File: config.mk
export PLATFORM = sky130hd
export DESIGN_NAME = llsc_link_monitor
export DESIGN_NICKNAME = d
export VERILOG_FILES = /design/src/rtl/llsc_link_monitor_pkg.sv /design/src/rtl/llsc_link_monitor_entry.sv /design/src/rtl/llsc_link_monitor.sv
export SDC_FILE = /design/constraint.sdc
export NUM_CORES = 1
export LEC_CHECK = 0
export ABC_AREA = 1
export BUFFER_PORTS_ARGS = -buffer_cell sky130_fd_sc_hd__buf_2
export CAP_MARGIN = 40
export CORE_ASPECT_RATIO = 1.75
export CORE_MARGIN = 2
export CORE_UTILIZATION = 46
export CTS_CLUSTER_DIAMETER = 50
export DETAILED_ROUTE_END_ITERATION = 7
export HOLD_SLACK_MARGIN = 0.02
export PLACE_DENSITY = 0.75
export SYNTH_ARGS = -nofsm -noshare
export SYNTH_HDL_FRONTEND = slang
export SYNTH_SLANG_ARGS = --single-unit
File: constraint.sdc
create_clock -name clk -period 1.24 [get_ports clk]
set_input_delay 0.248 -clock clk [delete_from_list [all_inputs] [get_ports clk]]
set_output_delay 0.248 -clock clk [all_outputs]
set_load 0.02 [all_outputs]
File: src/rtl/llsc_link_monitor_pkg.sv
// Shared types and helpers for the LL/SC link monitor.
// LLSC_TIMEOUT_EN (optional define) enables per-channel reservation lifetime counters.
package llsc_link_monitor_pkg;

    typedef enum logic {
        LINK_IDLE   = 1'b0,
        LINK_LINKED = 1'b1
    } link_state_e;

    // Channel-index width; a single-channel build still carries a 1-bit select.
    function automatic int ch_idx_w(input int num_ch);
        return (num_ch > 1) ? $clog2(num_ch) : 1;
    endfunction

    // Any channel code at or above the channel count denotes an external master.
    function automatic logic is_ext_master(input int unsigned ch, input int unsigned num_ch);
        return (ch >= num_ch);
    endfunction

endpackage

File: src/rtl/llsc_link_monitor_entry.sv
// One channel's reservation: link flag, granule address, match compares.
// With LLSC_TIMEOUT_EN defined it also ages the link and drops it after TIMEOUT_CYC-1 cycles.
module llsc_link_entry
    import llsc_link_monitor_pkg::*;
#(
    parameter int GW          = 30,
    parameter int TIMEOUT_CYC = 1024
) (
    input  logic          clk,
    input  logic          Rst_n,
    input  logic          flush,
    input  logic          ll_req,
    input  logic [GW-1:0] ll_gran,
    input  logic          clr,
    input  logic [GW-1:0] sc_gran,
    input  logic [GW-1:0] st_gran,
    output logic          linked,
    output logic          sc_match,
    output logic          st_match,
    output logic          expire
);

    link_state_e   state_reg;
    logic [GW-1:0] gran_reg;

    assign linked   = (state_reg == LINK_LINKED);
    assign sc_match = linked && (gran_reg == sc_gran);
    assign st_match = linked && (gran_reg == st_gran);

`ifdef LLSC_TIMEOUT_EN
    localparam int CNT_W = $clog2(TIMEOUT_CYC + 1);

    logic [CNT_W-1:0] cnt_reg;

    assign expire = linked && (cnt_reg == CNT_W'(TIMEOUT_CYC - 1));

    always_ff @(posedge clk or negedge Rst_n) begin
        if (!Rst_n) begin
            cnt_reg <= '0;
        end else if (flush || expire || ll_req) begin
            cnt_reg <= '0;
        end else if (linked) begin
            cnt_reg <= cnt_reg + 1'b1;
        end
    end
`else
    localparam int UNUSED_TIMEOUT = TIMEOUT_CYC;

    assign expire = 1'b0;
`endif

    // Expiry outranks a new LL; an LL outranks every remote clear.
    always_ff @(posedge clk or negedge Rst_n) begin
        if (!Rst_n) begin
            state_reg <= LINK_IDLE;
            gran_reg  <= '0;
        end else if (flush || expire) begin
            state_reg <= LINK_IDLE;
        end else if (ll_req) begin
            state_reg <= LINK_LINKED;
            gran_reg  <= ll_gran;
        end else if (clr) begin
            state_reg <= LINK_IDLE;
        end
    end

endmodule

File: src/rtl/llsc_link_monitor.sv
// Per-thread LL/SC reservation tracker: SC pass/fail resolution and clear fan-out.
// LLSC_TIMEOUT_EN (optional define) bounds each reservation to TIMEOUT_CYC cycles.
module llsc_link_monitor
    import llsc_link_monitor_pkg::*;
#(
    parameter  int NUM_CH      = 2,
    parameter  int ADDR_W      = 32,
    parameter  int GRAN_LSB    = 2,
    parameter  int TIMEOUT_CYC = 1024,
    localparam int CH_W        = ch_idx_w(NUM_CH)
) (
    input  logic                     clk,
    input  logic                     Rst_n,
    input  logic [NUM_CH-1:0]        flush,
    input  logic [NUM_CH-1:0]        ll_req,
    input  logic [NUM_CH*ADDR_W-1:0] ll_addr,
    input  logic                     sc_req,
    input  logic [CH_W-1:0]          sc_ch,
    input  logic [ADDR_W-1:0]        sc_addr,
    input  logic                     st_valid,
    input  logic [CH_W-1:0]          st_ch,
    input  logic [ADDR_W-1:0]        st_addr,
    output logic                     sc_done_o,
    output logic                     sc_pass_o,
    output logic [NUM_CH-1:0]        LLbit_o
);

    localparam int GW = ADDR_W - GRAN_LSB;

    logic [NUM_CH-1:0] linked;
    logic [NUM_CH-1:0] sc_match;
    logic [NUM_CH-1:0] st_match;
    logic [NUM_CH-1:0] expire;
    logic [NUM_CH-1:0] st_hit;
    logic [NUM_CH-1:0] clr;
    logic [GW-1:0]     sc_gran;
    logic [GW-1:0]     st_gran;
    logic [CH_W-1:0]   sc_sel;
    logic              sc_ch_ok;
    logic              st_ext;
    logic              sc_pass_now;
    logic              sc_done_reg;
    logic              sc_pass_reg;

    assign sc_gran = sc_addr[ADDR_W-1:GRAN_LSB];
    assign st_gran = st_addr[ADDR_W-1:GRAN_LSB];
    assign st_ext  = is_ext_master(32'(st_ch), NUM_CH);

    if (NUM_CH == 1) begin : g_single
        logic unused_sc_ch;
        assign unused_sc_ch = ^sc_ch;
        assign sc_sel       = '0;
        assign sc_ch_ok     = 1'b1;
    end else begin : g_multi
        assign sc_sel   = sc_ch;
        assign sc_ch_ok = !is_ext_master(32'(sc_ch), NUM_CH);
    end

    if (GRAN_LSB > 0) begin : g_low_bits
        logic unused_low;
        assign unused_low = ^{sc_addr[GRAN_LSB-1:0], st_addr[GRAN_LSB-1:0]};
    end

    // The SC sees pre-edge state; any same-cycle loss of its link makes it fail.
    always_comb begin
        sc_pass_now = 1'b0;
        if (sc_req && sc_ch_ok) begin
            sc_pass_now = sc_match[sc_sel] && !flush[sc_sel] && !expire[sc_sel] && !st_hit[sc_sel];
        end
    end

    for (genvar gi = 0; gi < NUM_CH; gi++) begin : g_ch
        logic st_own;

        assign st_own     = !st_ext && (st_ch == CH_W'(gi));
        assign st_hit[gi] = st_valid && !st_own && st_match[gi];
        assign clr[gi]    = (sc_req && sc_ch_ok && (sc_sel == CH_W'(gi)))
                          || (sc_pass_now && (sc_sel != CH_W'(gi)) && sc_match[gi])
                          || st_hit[gi];

        if (GRAN_LSB > 0) begin : g_ll_low
            logic unused_ll_low;
            assign unused_ll_low = ^ll_addr[gi*ADDR_W +: GRAN_LSB];
        end

        llsc_link_entry #(
            .GW          (GW),
            .TIMEOUT_CYC (TIMEOUT_CYC)
        ) u_entry (
            .clk      (clk),
            .Rst_n    (Rst_n),
            .flush    (flush[gi]),
            .ll_req   (ll_req[gi]),
            .ll_gran  (ll_addr[gi*ADDR_W+GRAN_LSB +: GW]),
            .clr      (clr[gi]),
            .sc_gran  (sc_gran),
            .st_gran  (st_gran),
            .linked   (linked[gi]),
            .sc_match (sc_match[gi]),
            .st_match (st_match[gi]),
            .expire   (expire[gi])
        );
    end

    always_ff @(posedge clk or negedge Rst_n) begin
        if (!Rst_n) begin
            sc_done_reg <= 1'b0;
            sc_pass_reg <= 1'b0;
        end else begin
            sc_done_reg <= sc_req;
            if (sc_req) begin
                sc_pass_reg <= sc_pass_now;
            end
        end
    end

    assign sc_done_o = sc_done_reg;
    assign sc_pass_o = sc_pass_reg;
    assign LLbit_o   = linked;

endmodule
==> results of run 1 <==
-- cells in the final DEF (no fill, tap or decap) --
cell / synthesis / routed
a21oi_1: 48 / 48
and2_1: 1 / 1
and3_1: 1 / 1
buf_12: 0 / 5
buf_2: 3 / 131
buf_4: 4 / 57
buf_6: 0 / 3
clkbuf_1: 6 / 2
clkbuf_16: 0 / 9
clkbuf_8: 0 / 3
dfrtp_1: 64 / 62
dfrtp_2: 0 / 2
dlygate4sd3_1: 0 / 1
inv_1: 83 / 80
inv_2: 4 / 7
mux2_2: 13 / 13
nand2_1: 194 / 187
nand2_2: 1 / 8
nand3_1: 15 / 14
nand3_2: 0 / 1
nand4_1: 8 / 8
nor2_1: 99 / 95
nor2_2: 1 / 5
nor3_1: 2 / 1
nor3_2: 0 / 1
o21ai_0: 5 / 5
o22ai_1: 4 / 4
or2_2: 3 / 3
xnor2_1: 54 / 52
xnor2_2: 0 / 2
xor2_1: 6 / 6
-- what timing repair did --
action	in CTS	in global routing
pin swaps	0	10
endpoints found under the hold margin	64	0
setup endpoints to repair	5	4
setup buffers	2	4
hold buffers	1	0
resized for setup	7	16
-- critical path, stage by stage, from the launching register on --
cell and delay, ns:
dfrtp_1 0.41, xnor2_1 0.30, nand3_1 0.11, nor2_1 0.10
nand2_1 0.05, nor2_1 0.12, nand3_1 0.10, nand2_2 0.10
nand3_1 0.07, nand2_1 0.07, nand2_1 0.05
-- metrics by stage --
stage	TNS (ns)	setup WS (ns)	total power, W
after CTS	-0.917	-0.312	0.00699
after detailed placement	-0.926	-0.328	0.00460
after global routing	-1.30	-0.433	0.00739
final	-0.976	-0.342	0.00702
after global placement	-0.836	-0.292	0.00454
after floorplan	-0.156	-0.0712	0.00363
-- routing by layer --
| layer | part of all wire [%] | up-vias | global-route usage, % |
|---|---|---|---|
| met3 | 3.9 | 58 | 3.91 |
| met2 | 54 | 166 | 54.8 |
| met5 | 0 | - | 0 |
| li1 | - | 2267 | - |
| met4 | 6.0 | 0 | 19.0 |
| met1 | 36 | 2127 | 28.3 |
-- worst paths after layout --
check | startpoint | to | slack [ns] | cells past startpoint
setup / recovery | g_ch[0].u_entry.gran_reg[10]$_DFFE_PN0P_ | g_ch[0].u_entry.linked$_DFFE_PN0P_ | -0.34 | 10
hold / removal | sc_req | sc_done_o$_DFF_PN0_ | 0.08 | 1
setup reg to reg | g_ch[0].u_entry.gran_reg[10]$_DFFE_PN0P_ | g_ch[0].u_entry.linked$_DFFE_PN0P_ | -0.34 | 10
hold reg to reg | g_ch[1].u_entry.gran_reg[2]$_DFFE_PN0P_ | g_ch[1].u_entry.gran_reg[2]$_DFFE_PN0P_ | 0.57 | 1
max in group asynchronous | Rst_n | g_ch[1].u_entry.gran_reg[27]$_DFFE_PN0P_ | 0.45 | 3
min in group asynchronous | Rst_n | g_ch[0].u_entry.gran_reg[7]$_DFFE_PN0P_ | 0.47 | 3
-- logic make-up (layout without fill, tap and decap cells) --
group	after synthesis	count (layout)	synth area share, %
multiplexers	13	13	3.46
buffers and inverters	100	298	9.30
XOR/XNOR	60	60	12.4
flip-flops	64	64	37.8
AND/OR/NAND/NOR	325	325	30.2
AO/OA/AOI/OAI	57	57	6.85
-- layout make-up --
class / count / area share [%]
clock buffer: 14 / 4.66
inverter: 87 / 5.56
multi-input combinational: 455 / 39.0
sequential: 64 / 27.3
tap: 120 / 2.56
timing repair buffer: 197 / 20.9
-- power groups by stage --
| stage | clock network, W | logic [W] | registers (W) |
|---|---|---|---|
| after floorplan | 0 | 0.00104 | 0.00259 |
| after global placement | 0 | 0.00192 | 0.00263 |
| after detailed placement | 0 | 0.00195 | 0.00264 |
| after CTS | 0.00238 | 0.00200 | 0.00261 |
| after global routing | 0.00247 | 0.00226 | 0.00265 |
| final | 0.00235 | 0.00205 | 0.00262 |
==> impl_metrics.csv, run 1 <==
group,metric,value,unit
clocking,cts_tree,"done",
routing,first_pass_iters,5,
place,placed_area,5490,um^2
sta,max-slew-margin-rel,75.6,%
sta,slew_viol_final,0,
clocking,clk_path_buf_depth,2,
sta,finalHoldWorstSlack,0.0771,ns
clocking,h-tree-depth,3,
sta,hold_viol_final,0,
clocking,cts_made_buffers,9,
power_and_ir_drop,netSwitchingFraction,30.6,%
layout,final_core_utilization,65.0,%
routing,via_per_inst,4.93,
routing,drcViolationCount,0,
power_and_ir_drop,ir_drop,0.000840,V
logic_synthesis,synth_most_common_cell,"nand2_1",
layout,final_cell_count_no_fill,937,
layout,num_antenna_cells,0,
logic_synthesis,ys_ff_latch,64,
setup_path,cp.required,1.46,ns
layout,nFillCells,817,
sta,finClkSkew,0.00564,ns
logic_synthesis,syn_area_per_cell,6.84,um^2
layout,ff_latch_area,1600,um^2
sta,fin_crit_sh,128,%
logic_synthesis,synth-seq-area-share,37.8,%
place,detailed_place_hpwl,11.2,mm
sta,min_period,1.58,ns
sta,worst_pin_slew,0.366,ns
grt,overflow,0,
grt,first_global_vias,4734,
routing,totalWireLength,13.9,mm
floorplan,dieArea,10000,um^2
setup_path,critPathMaxFanout,3,
place,dpl.cell_count,917,
logic_synthesis,synth_top_area_share,37.8,%
power_and_ir_drop,intPower,0.00487,W
routing,wire_per_inst,14.9,um
logic_synthesis,synthCells,619,
sta,timing.fmax,632,MHz
logic_synthesis,yosysWarningCount,0,
power_and_ir_drop,p_sw,0.00215,W
grt,grt_usage,28.5,%
floorplan,io_pins,142,
grt,antenna_found_initial,0,
layout,synthToLayoutAreaGrowth,38.7,%
layout,stdcell_area,5880,um^2
setup_path,cp.arrival,1.80,ns
setup_path,startpoint_type,"flop",
routing,final_antenna_net_count,0,
place,port_buffers,133,
logic_synthesis,synth.area.top_cells,"dfrtp_1, nand2_1, xnor2_1",
layout,multi_input_area,2290,um^2
logic_synthesis,synth_commonest_cells,"nand2_1, nor2_1, inv_1, dfrtp_1, xnor2_1",
routing,via_count,4618,
power_and_ir_drop,seq_power_share,37.4,%
floorplan,die_x,76.5,um
floorplan,core,9040,um^2
worst_hold_path,hold_path_class,"in -> reg",
clocking,clkSlewWorstSetupHoldPaths,0.05,ns
sta,finalSetupViolations,3,
setup_path,path_class,"reg -> reg",
logic_synthesis,synthFlopType,"dfrtp_1",
power_and_ir_drop,leakagePower,3.21,nW
setup_path,end_kind,"flop",
sta,post-route-worst-setup-slack,-0.342,ns
routing,drtIter0Drc,249,
clocking,insertion_delay,0.33,ns
outcome,violations,"negative setup slack",
power_and_ir_drop,p_comb_share,29.1,%
logic_synthesis,synth.net_count,757,
power_and_ir_drop,power_density,1200,nW/um^2
grt,grt_max_degree,65,
layout,largest_register_ffs,60,
power_and_ir_drop,power_frac_clock,33.5,%
logic_synthesis,ys_async_sr_fraction,100,%
floorplan,std_cell_rows,46,
job,cap_violations,0,
layout,final_nets,952,
clocking,clock_sinks,64,
logic_synthesis,synth_edf_count,0,
logic_synthesis,synth_area,4240,um^2
outcome,outcome,"complete, but fails checks",
sta,rsz0062_at_grt,"true",
grt,grt_pass1_wl,21.9,mm
floorplan,fp.dieH,131,um
place,place.gp.congestion,0.993,
floorplan,initial_core_util,46.9,%
logic_synthesis,synth_top_area_cell,"dfrtp_1",
clocking,cts-root-buf,"clkbuf_16",
logic_synthesis,synth_cell_types,22,
layout,drive_gt1_share,30.6,%
Note: power is estimated with default switching activity, not from simulation.
==> run 2, diff against run 1 <==
--- a/config.mk
+++ b/config.mk
@@ -10,11 +10,12 @@
 export CAP_MARGIN = 40
 export CORE_ASPECT_RATIO = 1.75
 export CORE_MARGIN = 2
-export CORE_UTILIZATION = 46
+export CORE_UTILIZATION = 48
+export CTS_BUF_LIST = sky130_fd_sc_hd__clkbuf_8
 export CTS_CLUSTER_DIAMETER = 50
 export DETAILED_ROUTE_END_ITERATION = 7
 export HOLD_SLACK_MARGIN = 0.02
-export PLACE_DENSITY = 0.75
+export PLACE_DENSITY = 0.78
 export SYNTH_ARGS = -nofsm -noshare
 export SYNTH_HDL_FRONTEND = slang
 export SYNTH_SLANG_ARGS = --single-unit
==> run 2 against run 1 <==
Against the previous run: the run still ends with negative setup slack left; critical endpoint is now g_ch[1].u_entry.linked$_DFFE_PN0P_; non-clock buffer count increased by 6; final cell count increased by 0.53%; flip-flop and latch count unchanged; sequential power about the same.
==> impl_metrics.csv, run 2 (synthesis gave the netlist of run 1 again) <==
group,metric,value,unit
outcome,outcome,"complete, but fails checks",
outcome,violations,"negative setup slack",
floorplan,io_pins,142,
floorplan,initial_core_util,49.2,%
setup_path,critical_path_depth,13,
setup_path,cp_slowest_cell,"dfrtp_1",
clocking,clock_sinks,64,
floorplan,core,8610,um^2
grt,first_global_vias,4799,
clocking,cts_made_buffers,9,
setup_path,cpPeakStageDelay,0.40,ns
layout,drive_gt1_share,34.1,%
floorplan,std_cell_rows,45,
place,place_ws,-0.389,ns
routing,wire_per_inst,15.3,um
setup_path,cp_top_family,"simple AND/OR/NAND/NOR gates",
setup_path,startpoint_type,"flop",
setup_path,cp.arrival,1.85,ns
sta,finalSetupViolations,5,
worst_hold_path,hold_path_class,"in -> reg",
place,place.gp.congestion,0.949,
clocking,h-tree-depth,3,
sta,rsz0062_at_grt,"true",
layout,num_antenna_cells,0,
setup_path,crit_top_cell,"nand2_1",
clocking,cts_tree,"done",
layout,final_core_utilization,69.3,%
layout,final_common_cell,"nand2_1",
setup_path,end_kind,"flop",
sta,min_period,1.59,ns
sta,max-slew-margin-rel,75.8,%
grt,grt_pass1_wl,22.5,mm
routing,via_per_inst,4.93,
job,cap_violations,0,
setup_path,worstRegToRegCells,13,
grt,antenna_found_initial,0,
grt,grt_max_degree,65,
sta,fin_crit_sh,129,%
routing,drtIter0Drc,237,
floorplan,die_x,75.0,um
setup_path,cp_num_buf_inv,1,
setup_path,reg2reg_from,"g_ch[1].u_entry.gran_reg[10]$_DFFE_PN0P_",
sta,hold_viol_final,0,
clocking,cts-root-buf,"clkbuf_8",
routing,drcViolationCount,0,
worst_hold_path,holdCritStartpoint,"ll_addr[34]",
routing,totalWireLength,14.4,mm
setup_path,critPathMaxFanout,3,
routing,first_pass_iters,5,
sta,timing.fmax,627,MHz
setup_path,cp.required,1.50,ns
floorplan,fp.dieH,128,um
layout,ff_latch_area,1600,um^2
sta,worst_pin_slew,0.363,ns
layout,mostFrequentLayoutCells,"nand2_1, buf_2, nor2_1, inv_1, dfrtp_1",
floorplan,dieArea,9620,um^2
grt,overflow,0,
setup_path,critPathLaunch,"g_ch[1].u_entry.gran_reg[10]$_DFFE_PN0P_",
place,detailed_place_hpwl,11.3,mm
sta,post-route-worst-setup-slack,-0.354,ns
setup_path,path_class,"reg -> reg",
routing,via_count,4648,
worst_hold_path,hold_depth,2,
layout,synthToLayoutAreaGrowth,41.0,%
setup_path,critical_path.cell_chain,"inv_2, nand2_1, nand2_1, nor2_2, nand2_1, nor2_2, nand2_1, nor2_2, nand3_2, nand2_2, nand3_2, nand2_1, nand2_1",
power_and_ir_drop,leakagePower,3.24,nW
layout,largest_register_ffs,60,
layout,final_nets,958,
routing,final_antenna_net_count,0,
sta,finClkSkew,0.0104,ns
place,port_buffers,133,
layout,nFillCells,772,
clocking,clk_path_buf_depth,2,
clocking,clkSlewWorstSetupHoldPaths,0.08,ns
grt,grt_usage,31.8,%
power_and_ir_drop,power_density,1140,nW/um^2
clocking,insertion_delay,0.37,ns
sta,slew_viol_final,0,
layout,multi_input_area,2390,um^2
power_and_ir_drop,ir_drop,0.000928,V
run 2: changes by cell type in the layout (fill, tap and decap cells not counted), sizes merged:
cell / before / now
buf: 196 / 201
clkbuf: 14 / 9
clkinvlp: 0 / 3
bufinv: 0 / 2
clkinv: 0 / 2
dlygate4sd3: 1 / 2
run 2: power by group:
group	switching (W)	leakage, nW	internal [W]
sequential	0.000279	0.713	0.00235
clock	0.000938	0.101	0.00113
combinational	0.00106	2.43	0.00107
total	0.00228	3.24	0.00455
run 2: worst paths after layout:
path / slack [ns] / end
hold / removal: 0.10 / g_ch[1].u_entry.gran_reg[0]$_DFFE_PN0P_
setup / recovery: -0.35 / g_ch[1].u_entry.linked$_DFFE_PN0P_
min in group asynchronous: 0.43 / g_ch[1].u_entry.gran_reg[16]$_DFFE_PN0P_
hold reg to reg: 0.50 / sc_pass_o$_DFFE_PN0P_
setup reg to reg: -0.35 / g_ch[1].u_entry.linked$_DFFE_PN0P_
max in group asynchronous: 0.51 / g_ch[1].u_entry.gran_reg[25]$_DFFE_PN0P_
run 2: layout make-up:
cell class / instances / share of cell area (%)
clock inverters: 7 / 1.61
flip-flops and latches: 64 / 26.9
repair buffers: 203 / 21.5
multi-input cells: 455 / 40.0
inverters: 87 / 5.47
well taps: 117 / 2.45
clock buffers: 9 / 2.07
run 2: per-layer routing:
layer / track usage, % / routed length (um) / vias up
met4: 17.3 / 872 / 0
met2: 56.3 / 7750 / 176
met5: 0 / 0 / -
met3: 5.66 / 607 / 60
met1: 34.3 / 5200 / 2131
li1: - / - / 2281
run 2: repair_timing:
item,CTS,global route
buffers inserted,2,4
pin swaps,26,21
cloned,0,0
hold endpoints to repair,65,0
hold buffers,2,0
gates resized for setup,31,20
setup endpoints to repair,5,5
run 2: metrics by stage:
stage	TNS [ns]	power (W)	cells	hold slack, ns	instance area, um^2
after CTS	-0.968	0.00678	939	0.0974	5900
final	-1.06	0.00683	942	0.105	5970
after global placement	-1.08	0.00456	919	0.292	5520
after floorplan	-0.156	0.00363	619	-0.0476	4240
after global routing	-1.50	0.00716	942	0.0979	5970
after detailed placement	-1.09	0.00462	919	0.297	5520
==> run 3, diff against run 2 <==
--- a/config.mk
+++ b/config.mk
@@ -5,17 +5,16 @@
 export SDC_FILE = /design/constraint.sdc
 export NUM_CORES = 1
 export LEC_CHECK = 0
-export ABC_AREA = 1
 export BUFFER_PORTS_ARGS = -buffer_cell sky130_fd_sc_hd__buf_2
 export CAP_MARGIN = 40
 export CORE_ASPECT_RATIO = 1.75
 export CORE_MARGIN = 2
-export CORE_UTILIZATION = 48
+export CORE_UTILIZATION = 46
 export CTS_BUF_LIST = sky130_fd_sc_hd__clkbuf_8
 export CTS_CLUSTER_DIAMETER = 50
 export DETAILED_ROUTE_END_ITERATION = 7
 export HOLD_SLACK_MARGIN = 0.02
-export PLACE_DENSITY = 0.78
+export PLACE_DENSITY = 0.77
 export SYNTH_ARGS = -nofsm -noshare
 export SYNTH_HDL_FRONTEND = slang
 export SYNTH_SLANG_ARGS = --single-unit
==> run 3 against run 2 <==
Against the previous run: the run still ends with negative setup slack left; register-to-register slack got worse by 0.27 ns; power shrank 4.8%; sequential share of layout area is 2.8 points higher; global-route usage down 4.2 points; combinational power barely moved; clock-buffer cell count rose by 3; non-clock buffer count fell by 2; critical endpoint is now sc_pass_o$_DFFE_PN0P_; largest power group unchanged.
==> impl_metrics.csv, run 3 <==
group,metric,value,unit
sta,min_period,1.86,ns
sta,worst_pin_slew,0.390,ns
place,detailed_place_hpwl,9.72,mm
power_and_ir_drop,netSwitchingFraction,31.0,%
sta,fin_crit_sh,150,%
setup_path,path_class,"reg -> reg",
logic_synthesis,synth_most_common_cell,"xnor2_1",
clocking,clkSlewWorstSetupHoldPaths,0.07,ns
power_and_ir_drop,leakagePower,2.39,nW
clocking,insertion_delay,0.36,ns
routing,final_antenna_net_count,0,
logic_synthesis,synth_top_area_share,42.5,%
sta,rsz0062_at_grt,"true",
sta,max-slew-margin-rel,73.3,%
power_and_ir_drop,intPower,0.00448,W
sta,finalSetupViolations,4,
layout,drive_gt1_share,56.7,%
setup_path,cp.required,1.48,ns
sta,hold_viol_final,0,
place,port_buffers,133,
layout,mostFrequentLayoutCells,"buf_2, xnor2_1, dfrtp_1, buf_4, mux2_2",
place,dpl.cell_count,592,
sta,timing.fmax,538,MHz
layout,synthToLayoutAreaGrowth,43.2,%
outcome,outcome,"complete, but fails checks",
power_and_ir_drop,power_frac_clock,26.0,%
clocking,h-tree-depth,3,
logic_synthesis,synth_area,3770,um^2
setup_path,end_kind,"flop",
layout,final_core_utilization,67.8,%
floorplan,std_cell_rows,43,
layout,final_nets,653,
logic_synthesis,synth_cell_types,27,
logic_synthesis,synthFlopType,"dfrtp_1",
routing,first_pass_iters,4,
place,placed_area,5070,um^2
floorplan,io_pins,142,
power_and_ir_drop,ir_drop,0.000895,V
job,cap_violations,0,
logic_synthesis,yosysWarningCount,0,
layout,final_common_cell,"buf_2",
floorplan,die_x,72.5,um
place,place.gp.congestion,0.992,
power_and_ir_drop,power_density,1200,nW/um^2
grt,grt_max_degree,29,
sta,post-route-worst-setup-slack,-0.620,ns
logic_synthesis,syn_area_per_cell,12.1,um^2
logic_synthesis,synth-seq-area-share,42.5,%
power_and_ir_drop,p_comb_share,32.7,%
clocking,cts_made_buffers,9,
setup_path,cp.arrival,2.10,ns
power_and_ir_drop,p_sw,0.00202,W
floorplan,fp.dieH,124,um
grt,grt_pass1_wl,17.7,mm
clocking,cts-root-buf,"clkbuf_8",
floorplan,dieArea,8970,um^2
routing,drtIter0Drc,111,
routing,wire_per_inst,19.6,um
setup_path,startpoint_type,"flop",
logic_synthesis,ys_async_sr_fraction,100,%
layout,largest_register_ffs,60,
floorplan,core,7960,um^2
logic_synthesis,synth_edf_count,0,
logic_synthesis,synth.area.top_cells,"dfrtp_1, xnor2_1, mux2_2",
grt,grt_usage,27.6,%
grt,overflow,0,
routing,drcViolationCount,0,
grt,first_global_vias,3446,
logic_synthesis,synth_commonest_cells,"xnor2_1, dfrtp_1, mux2_2, nand4_1, xor2_1",
clocking,clock_sinks,64,
floorplan,initial_core_util,47.4,%
grt,antenna_found_initial,0,
layout,nFillCells,657,
routing,totalWireLength,11.9,mm
sta,finalHoldWorstSlack,0.0820,ns
clocking,cts_tree,"done",
sta,finClkSkew,0.00973,ns
layout,num_antenna_cells,0,
outcome,violations,"negative setup slack",
worst_hold_path,hold_path_class,"in -> reg",
layout,final_cell_count_no_fill,610,
routing,via_count,3231,
sta,slew_viol_final,0,
logic_synthesis,ys_ff_latch,64,
power_and_ir_drop,seq_power_share,41.3,%
routing,via_per_inst,5.30,
logic_synthesis,synthCells,312,
setup_path,critPathMaxFanout,3,
clocking,clk_path_buf_depth,2,
layout,stdcell_area,5400,um^2
logic_synthesis,synth.net_count,450,
logic_synthesis,synth_top_area_cell,"dfrtp_1",
==> run 3: cell count changes after synthesis, sizes merged, moves of 11 or more <==
cell   change
xnor2     +47
inv       -83
xor2      +13
nand4     +17
a21oi     -48
nor2     -100
nand2    -194
mux2      +48
nand3     -11
nor4      +11
==> run 3: power by group through the flow <==
stage               registers (W)  clock network [W]  logic [W]
global route              0.00273            0.00180    0.00226
floorplan                 0.00269                  0    0.00103
CTS                       0.00269            0.00171    0.00208
detailed placement        0.00272                  0    0.00201
global placement          0.00269                  0    0.00198
finish                    0.00269            0.00169    0.00212
==> run 3: layout make-up <==
class / instances / area [um^2] / area share (%)
inverters: 4 / 15.0 / 0.278
repair buffers: 201 / 1250 / 23.2
clock inverters: 4 / 18.8 / 0.348
multi-input cells: 235 / 2230 / 41.4
flip-flops and latches: 64 / 1600 / 29.7
well taps: 90 / 113 / 2.09
clock buffers: 12 / 165 / 3.06
==> run 3: critical path, stage by stage, from the launching register on <==
cell	delay, ns
dfrtp_1	0.43
xnor2_2	0.18
nand4_1	0.13
nor4_2	0.37
a41o_2	0.28
o32ai_2	0.10
mux2_4	0.26
==> run 3: cell families after synthesis <==
| kind of cell | share of synthesized area, % |
|---|---|
| xor+xnor | 27.9 |
| simple gates | 7.83 |
| mux | 18.3 |
| flops | 42.5 |
| buf+inv | 1.59 |
| compound gates | 1.96 |
==> run 3: path summary, 6_finish.rpt <==
kind	end	startpoint	slack, ns	cells after the start
max	sc_pass_o$_DFFE_PN0P_	g_ch[0].u_entry.gran_reg[18]$_DFFE_PN0P_	-0.62	6
min	sc_done_o$_DFF_PN0_	sc_req	0.08	1
max reg2reg	sc_pass_o$_DFFE_PN0P_	g_ch[0].u_entry.gran_reg[18]$_DFFE_PN0P_	-0.62	6
min in group asynchronous	g_ch[1].u_entry.gran_reg[6]$_DFFE_PN0P_	Rst_n	0.34	2
max in group asynchronous	g_ch[1].u_entry.gran_reg[19]$_DFFE_PN0P_	Rst_n	0.41	3
min reg2reg	sc_pass_o$_DFFE_PN0P_	sc_pass_o$_DFFE_PN0P_	0.52	1
==> run 3: layer usage <==
| metal | routed length, um | track usage [%] | vias to the layer above |
|---|---|---|---|
| met5 | 0 | 0 | - |
| met4 | 667 | 18.4 | 0 |
| met3 | 486 | 2.75 | 37 |
| met2 | 6620 | 50.7 | 124 |
| met1 | 4160 | 29.2 | 1567 |
| li1 | - | - | 1503 |
==> run 3: repair_timing <==
action                                  4_1_cts  5_1_grt
pin swaps                                     3        8
gates resized for setup                      14        8
buffers inserted                              0        1
endpoints found under the setup margin        5        5
hold endpoints to repair                     11        0
hold buffers                                  1        0
==> run 3: through the flow <==
| stage | total power (W) | worst slack, ns | setup TNS (ns) |
|---|---|---|---|
| after global placement | 0.00468 | -0.624 | -2.13 |
| after floorplan | 0.00372 | -0.333 | -0.710 |
| final | 0.00650 | -0.620 | -1.79 |
| after detailed placement | 0.00473 | -0.701 | -2.49 |
| after global routing | 0.00679 | -0.681 | -2.07 |
| after CTS | 0.00648 | -0.601 | -1.74 |
